**config.mk**
```make
export PLATFORM = sky130hd
export DESIGN_NAME = route_compute_unit
export DESIGN_NICKNAME = d
export VERILOG_FILES = /design/src/rtl/noc_pkg.sv /design/src/rtl/route_calc.sv /design/src/rtl/route_compute_unit.sv
export SDC_FILE = /design/constraint.sdc
export NUM_CORES = 1
export LEC_CHECK = 0
export BUFFER_PORTS_ARGS = -buffer_cell sky130_fd_sc_hd__buf_2
export CAP_MARGIN = 0
export CORE_ASPECT_RATIO = 0.9
export CORE_MARGIN = 2
export CORE_UTILIZATION = 48
export DETAILED_ROUTE_END_ITERATION = 10
export GPL_TIMING_DRIVEN = 0
export PLACE_DENSITY = 0.85
export SYNTH_ARGS = -nofsm -noshare
export SYNTH_HDL_FRONTEND = slang
export SYNTH_SLANG_ARGS = --single-unit
export TNS_END_PERCENT = 5
```
**constraint.sdc**
```tcl
create_clock -name clk -period 3.3 [get_ports clk]
set_clock_uncertainty 0.15 [all_clocks]
set_input_delay 0.33 -clock clk [delete_from_list [all_inputs] [get_ports clk]]
set_output_delay 0.33 -clock clk [all_outputs]
set_load 0.02 [all_outputs]
```
**src/rtl/noc_pkg.sv**
```systemverilog
// Shared NoC definitions: flit type codes, output port codes and the
// switch-allocator request encoding used by the route computation stage.
package noc_pkg;

  localparam logic [1:0] FT_BODY     = 2'b00;
  localparam logic [1:0] FT_TAIL     = 2'b01;
  localparam logic [1:0] FT_HDR      = 2'b10;
  localparam logic [1:0] FT_HDR_TAIL = 2'b11;

  localparam logic [3:0] PORT_NONE = 4'd0;
  localparam logic [3:0] PORT_L    = 4'd1;
  localparam logic [3:0] PORT_E    = 4'd2;
  localparam logic [3:0] PORT_N    = 4'd3;
  localparam logic [3:0] PORT_W    = 4'd4;
  localparam logic [3:0] PORT_S    = 4'd5;

  localparam int REQ_L = 0;
  localparam int REQ_E = 1;
  localparam int REQ_W = 2;
  localparam int REQ_S = 3;
  localparam int REQ_N = 4;

  typedef enum logic {ST_IDLE, ST_LOCKED} rcu_state_e;

  function automatic logic [4:0] port_to_req(input logic [3:0] port);
    logic [4:0] req;
    req = '0;
    case (port)
      PORT_L:  req[REQ_L] = 1'b1;
      PORT_E:  req[REQ_E] = 1'b1;
      PORT_W:  req[REQ_W] = 1'b1;
      PORT_S:  req[REQ_S] = 1'b1;
      PORT_N:  req[REQ_N] = 1'b1;
      default: req = '0;
    endcase
    return req;
  endfunction

endpackage

```
**src/rtl/route_calc.sv**
```systemverilog
// Combinational dimension-ordered route selection (XY or YX) for one header
// destination, with out-of-mesh destinations steered to the local port.
module route_calc
  import noc_pkg::*;
#(
  parameter int X_NODES = 4,
  parameter int Y_NODES = 4,
  parameter int X_W     = 2,
  parameter int Y_W     = 2,
  parameter int CUR_X   = 2,
  parameter int CUR_Y   = 3,
  parameter int ROUTING = 0
) (
  input  logic [X_W-1:0] dest_x,
  input  logic [Y_W-1:0] dest_y,
  output logic [3:0]     port,
  output logic           dest_err
);

  localparam logic [X_W:0] CUR_X_EXT = (X_W+1)'(CUR_X);
  localparam logic [Y_W:0] CUR_Y_EXT = (Y_W+1)'(CUR_Y);
  localparam logic [X_W:0] X_LIM     = (X_W+1)'(X_NODES);
  localparam logic [Y_W:0] Y_LIM     = (Y_W+1)'(Y_NODES);

  logic signed [X_W:0] xdiff;
  logic signed [Y_W:0] ydiff;
  logic [3:0] x_port, y_port, first_port, second_port;

  always_comb begin
    // One extra bit keeps the sign of the offset exact for any field value.
    xdiff  = $signed({1'b0, dest_x} - CUR_X_EXT);
    ydiff  = $signed({1'b0, dest_y} - CUR_Y_EXT);
    x_port = (|xdiff) ? (xdiff[X_W] ? PORT_W : PORT_E) : PORT_NONE;
    y_port = (|ydiff) ? (ydiff[Y_W] ? PORT_N : PORT_S) : PORT_NONE;
    first_port  = (ROUTING == 0) ? x_port : y_port;
    second_port = (ROUTING == 0) ? y_port : x_port;
    dest_err = ({1'b0, dest_x} >= X_LIM) || ({1'b0, dest_y} >= Y_LIM);
    if (dest_err)                    port = PORT_L;
    else if (first_port != PORT_NONE)  port = first_port;
    else if (second_port != PORT_NONE) port = second_port;
    else                             port = PORT_L;
  end

endmodule

```
**src/rtl/route_compute_unit.sv**
```systemverilog
// Wormhole route-computation stage: routes each header, locks the chosen port
// until the tail leaves, and presents flits through a one-entry output register.
module route_compute_unit
  import noc_pkg::*;
#(
  parameter int X_NODES = 4,
  parameter int Y_NODES = 4,
  parameter int X_W     = 2,
  parameter int Y_W     = 2,
  parameter int CUR_X   = 2,
  parameter int CUR_Y   = 3,
  parameter int FLIT_W  = 34,
  parameter int ROUTING = 0
) (
  input  logic              clk,
  input  logic              rst,
  input  logic [FLIT_W-1:0] in_flit,
  input  logic              in_valid,
  output logic              in_ready,
  output logic [FLIT_W-1:0] out_flit,
  output logic              out_valid,
  input  logic              out_ready,
  output logic [3:0]        out_port,
  output logic [4:0]        out_req,
  output logic              busy,
  output logic              err_seq,
  output logic              err_dest
);

  rcu_state_e state_q, state_d;
  logic [3:0] port_q, port_d;
  logic [3:0] route_port;
  logic       route_err;
  logic [1:0] in_type, out_type;
  logic       accept, leave, release_lock, fwd, seq_err_d, dest_err_d;

  route_calc #(
    .X_NODES(X_NODES), .Y_NODES(Y_NODES), .X_W(X_W), .Y_W(Y_W),
    .CUR_X(CUR_X), .CUR_Y(CUR_Y), .ROUTING(ROUTING)
  ) u_route_calc (
    .dest_x  (in_flit[X_W-1:0]),
    .dest_y  (in_flit[X_W+Y_W-1:X_W]),
    .port    (route_port),
    .dest_err(route_err)
  );

  assign in_type      = in_flit[FLIT_W-1 -: 2];
  assign out_type     = out_flit[FLIT_W-1 -: 2];
  assign in_ready     = !out_valid || out_ready;
  assign accept       = in_valid && in_ready;
  assign leave        = out_valid && out_ready;
  assign release_lock = (state_q == ST_LOCKED) && leave && out_type[0];
  assign out_port     = port_q;
  assign busy         = (state_q == ST_LOCKED);

  // Release is resolved before the incoming flit so a tail and the next
  // header can cross in the same cycle without an idle gap.
  always_comb begin
    state_d    = state_q;
    port_d     = port_q;
    fwd        = 1'b0;
    seq_err_d  = 1'b0;
    dest_err_d = 1'b0;
    if (release_lock) begin
      state_d = ST_IDLE;
      port_d  = PORT_NONE;
    end
    if (accept) begin
      if (in_type[1]) begin
        if (state_d == ST_IDLE) begin
          state_d    = ST_LOCKED;
          port_d     = route_port;
          fwd        = 1'b1;
          dest_err_d = route_err;
        end else begin
          seq_err_d = 1'b1;
        end
      end else if (state_d == ST_LOCKED) begin
        fwd = 1'b1;
      end else begin
        seq_err_d = 1'b1;
      end
    end
  end

  // Output register stage
  always_ff @(posedge clk) begin
    if (rst) begin
      state_q   <= ST_IDLE;
      port_q    <= PORT_NONE;
      out_req   <= '0;
      out_valid <= 1'b0;
      out_flit  <= '0;
      err_seq   <= 1'b0;
      err_dest  <= 1'b0;
    end else begin
      state_q  <= state_d;
      port_q   <= port_d;
      out_req  <= port_to_req(port_d);
      err_seq  <= seq_err_d;
      err_dest <= dest_err_d;
      if (fwd) begin
        out_valid <= 1'b1;
        out_flit  <= in_flit;
      end else if (leave) begin
        out_valid <= 1'b0;
      end
    end
  end

endmodule

```
==> summary.md <==
| Metric | Value |
|---|---|
| Net count reported at finish | 333 |
| DR vias/cell | 4.86 |
| Remaining DRCs | 0 |
| Wirelength per Cell | 11.9 microns |
| Final WS setup | 1.23 ns |
| Fraction of layout cells with a size suffix above 1 | 37.3% |
| RR Startpoint | out_valid$_SDFFE_PP0P_ |
| CP Depth | 8 |
| Seq cells post-synth | 46 |
| Rows | 20 |
| Max-slew violation count | 0 |
| Initial core utilization | between 50% and 60% |
| Met2 Resource Use GR | 33.5% |
| Post-synth top cells | 74 x nand2_1, 46 x dfxtp_1, 36 x a21oi_1 |
| Leak | 1.09 nW |
| Max stage delay on crit path | 0.39 ns |
| Critical-path cell list | nand4_1 > nand2_1 > ha_1 > and3_1 > buf_2 > buf_2 > nand2_1 > a21oi_1 |
| Cell with the most instances after synthesis | nand2_1 |
| Hold Crit Start | in_flit[20] |
| CP Class | flop to flop |
| Core area | between 0.003 and 0.004 sq mm |
| Area of the multi-input gates | roughly 730 sq um |
| Clk_lat worst skew | 0.29 ns |
| Top post-synthesis cells by area | dfxtp_1 53%, nand2_1 16%, a21oi_1 10% |
| Max IR drop VDD | 0.399 mV |
| Vias in the first global route | 1458 |
| Clock Tree Root | clkbuf_8 |
| Crit path launch | out_valid$_SDFFE_PP0P_ |
| Post-route ant nets | 0 |
| CP endpoint kind | flop |
| Post-route minimum period | about 2.1 ns |
| Gr ovfl total | 0 |
| PD cells | 504 mW/mm^2 |
| Antenna violations before repair | 0 |
| Synthesis-to-layout area growth | 32.6% |
| Placement Setup Slack | 1.13 ns |
| Grt met3 use | 7.42% |
| RSZ-0062 raised after global routing | no |
| CTS max path bufs | 2 |
| Post-Syn Area | 0.00172 sq mm |
| Status | complete, no violations |
| Htree depth | 2 |
| Die W | about 67 microns |
| Fmax | 484 MHz |
| Crit path to | out_flit[7]$_SDFFE_PP0P_ |
| Final Wtd Congestion | 0.784 |
| Crit path max fanout | 10 |
| Gate count after technology mapping | 204 |
| CTS tree | yes |
| Post-route setup TNS | 0 ns |
| Starting DRC count in detailed routing | 84 |
| Routed WL | roughly 4000 microns |
| N_diodes | 0 |
| Synth unique cells | 33 |
| RR Endpoint | out_flit[7]$_SDFFE_PP0P_ |
| I/O pin total | 86 |
| Die ar. | 0.00409 sq mm |
| Clock slew at reported path FFs | 0.08 ns |
| Total clock buffers created by CTS | 5 |
| EDFF count, synth | 0 |
| Crit start category | flop |
| Post-synth top area share | 53.4% |
| Synthesized Nets | 243 |
| Post-cts resize count | 0 |
| R2R setup slack | 1.23 ns |
| Data required time of the critical path | ~3.3 ns |
| Global router's overall resource usage | 20.6% |
| First-pass GRT wire length | about 6200 microns |
| Post-Syn Area per Cell | around 8.5 sq um |
| Port Buffers | 83 |
| Final period utilization | 62.6% |
| Share of flip-flops with an asynchronous set or reset | 0% |
| Total design power | 0.00115 W |
| Largest net degree at the start of global routing | 14 |
| Crit-path slowest cell | dfxtp_1 |
| Final hold vios | 0 |
| Yosys warnings | 0 |
| Primary FF master, synth | dfxtp_1 |
| Via count | approximately 1600 |
| Register Area | 921 sq um |
| Clock Sinks | 46 |
| Sequential fraction of the synthesis area | 53.4% |
| Router iterations before antenna repair | 4 |
| Postcts setup bufs | 0 |
| DP Wirelength | 3080 microns |
| Crit-path leading delay family | simple AND/OR/NAND/NOR gates |
| Layer with the highest usage | met2 |
| Endpoints failing setup | 0 |
| Worst R2R Path Depth | 8 |
| Number of hold buffers added after cts | 0 |
| MaxCap Viol Count | 0 |
| Hold Path Class | input pin to flop |
| Number of buffers and inverters on the critical path | 2 |
| Met1 Use GR | 25.8% |
| Filler cell count in the final layout | 299 |
| Largest area contributor in the netlist | dfxtp_1 |
| Die height | a little over 60 microns |
| Worst EP arrival | around 2.1 ns |
==> kinds of logic after synthesis <==
logic type,synth area share [%]
compound gates,13.1
fa+ha+maj,0.726
buf+inv,4.21
flops,53.4
mux,3.34
other cells,0.217
simple gates,25.0
==> power breakdown <==
part	total, W	internal [W]	switching [W]
sequential	0.000603	0.000587	0.0000160
clock	0.000342	0.000169	0.000173
combinational	0.000207	0.0000770	0.000130
==> cell usage in the layout, fill, tap and decap left out, drive strengths merged <==
cell type	synthesis	layout
nand3	1	1
or2	1	1
nor4b	1	1
buf	8	91
nor3	4	4
nand2b	1	1
clkbuf	5	12
a21oi	36	36
clkinv	0	1
nand2	75	75
nor4	1	1
ha	1	1
and3b	1	1
a211o	1	1
inv	3	3
mux2i	2	2
conb	1	1
mux2	3	3
o21ai	1	1
nor2b	2	2
nor2	3	3
nor3b	1	1
nand4	1	1
a21boi	1	1
dfxtp	46	46
and3	1	1
o311a	2	2
nand3b	1	1
==> sequential cells by signal, summed over array words and instances, names as in the netlist <==
register   cells
out_port       4
busy           1
err_seq        1
out_valid      1
out_req        5
out_flit      34
==> worst reg2reg max path: stages, from the launching register on <==
cell and delay, ns:
dfxtp_1 0.39, nand4_1 0.27, nand2_1 0.17, ha_1 0.27, and3_1 0.18, buf_2 0.15
buf_2 0.20, nand2_1 0.09, a21oi_1 0.06
==> through the flow <==
step / hold slack [ns] / cell area [sq um] / util [%] / instances
final: 0.120 / 2290 / 67.2 / 339
after global routing: 0.114 / 2290 / 67.2 / 339
after CTS: 0.114 / 2290 / 67.2 / 339
after detailed placement: 0.293 / 2190 / 64.5 / 331
after global placement: 0.289 / 2190 / 64.5 / 331
after floorplan: 0.316 / 1720 / - / 204
==> layer usage <==
metal	wire (microns)	share of wire [%]
met1	1750	43
met2	1860	46
met3	391	9.7
met4	40	0.99
met5	0	0
==> how the worst min path moves through the flow <==
stage / slack, ns / depth (start not counted) / endpoint
final: 0.12 / 3 / out_flit[20]$_SDFFE_PP0P_
after global routing: 0.11 / 3 / out_flit[8]$_SDFFE_PP0P_
after CTS: 0.11 / 3 / out_flit[16]$_SDFFE_PP0P_
after detailed placement: 0.29 / 2 / out_flit[11]$_SDFFE_PP0P_
after global placement: 0.29 / 2 / out_flit[23]$_SDFFE_PP0P_
after floorplan: 0.32 / 2 / out_flit[0]$_SDFFE_PP0P_
==> cell type report <==
class | count | share of cell area (%)
sequential | 46 | 40.3
multi-input combinational | 142 | 32.0
timing repair buffer | 83 | 18.2
clock buffer | 7 | 3.78
buffer | 13 | 2.68
tap | 44 | 2.41
inverter | 3 | 0.493
clock inverter | 1 | 0.219
Power figures use the tool's default switching activity.
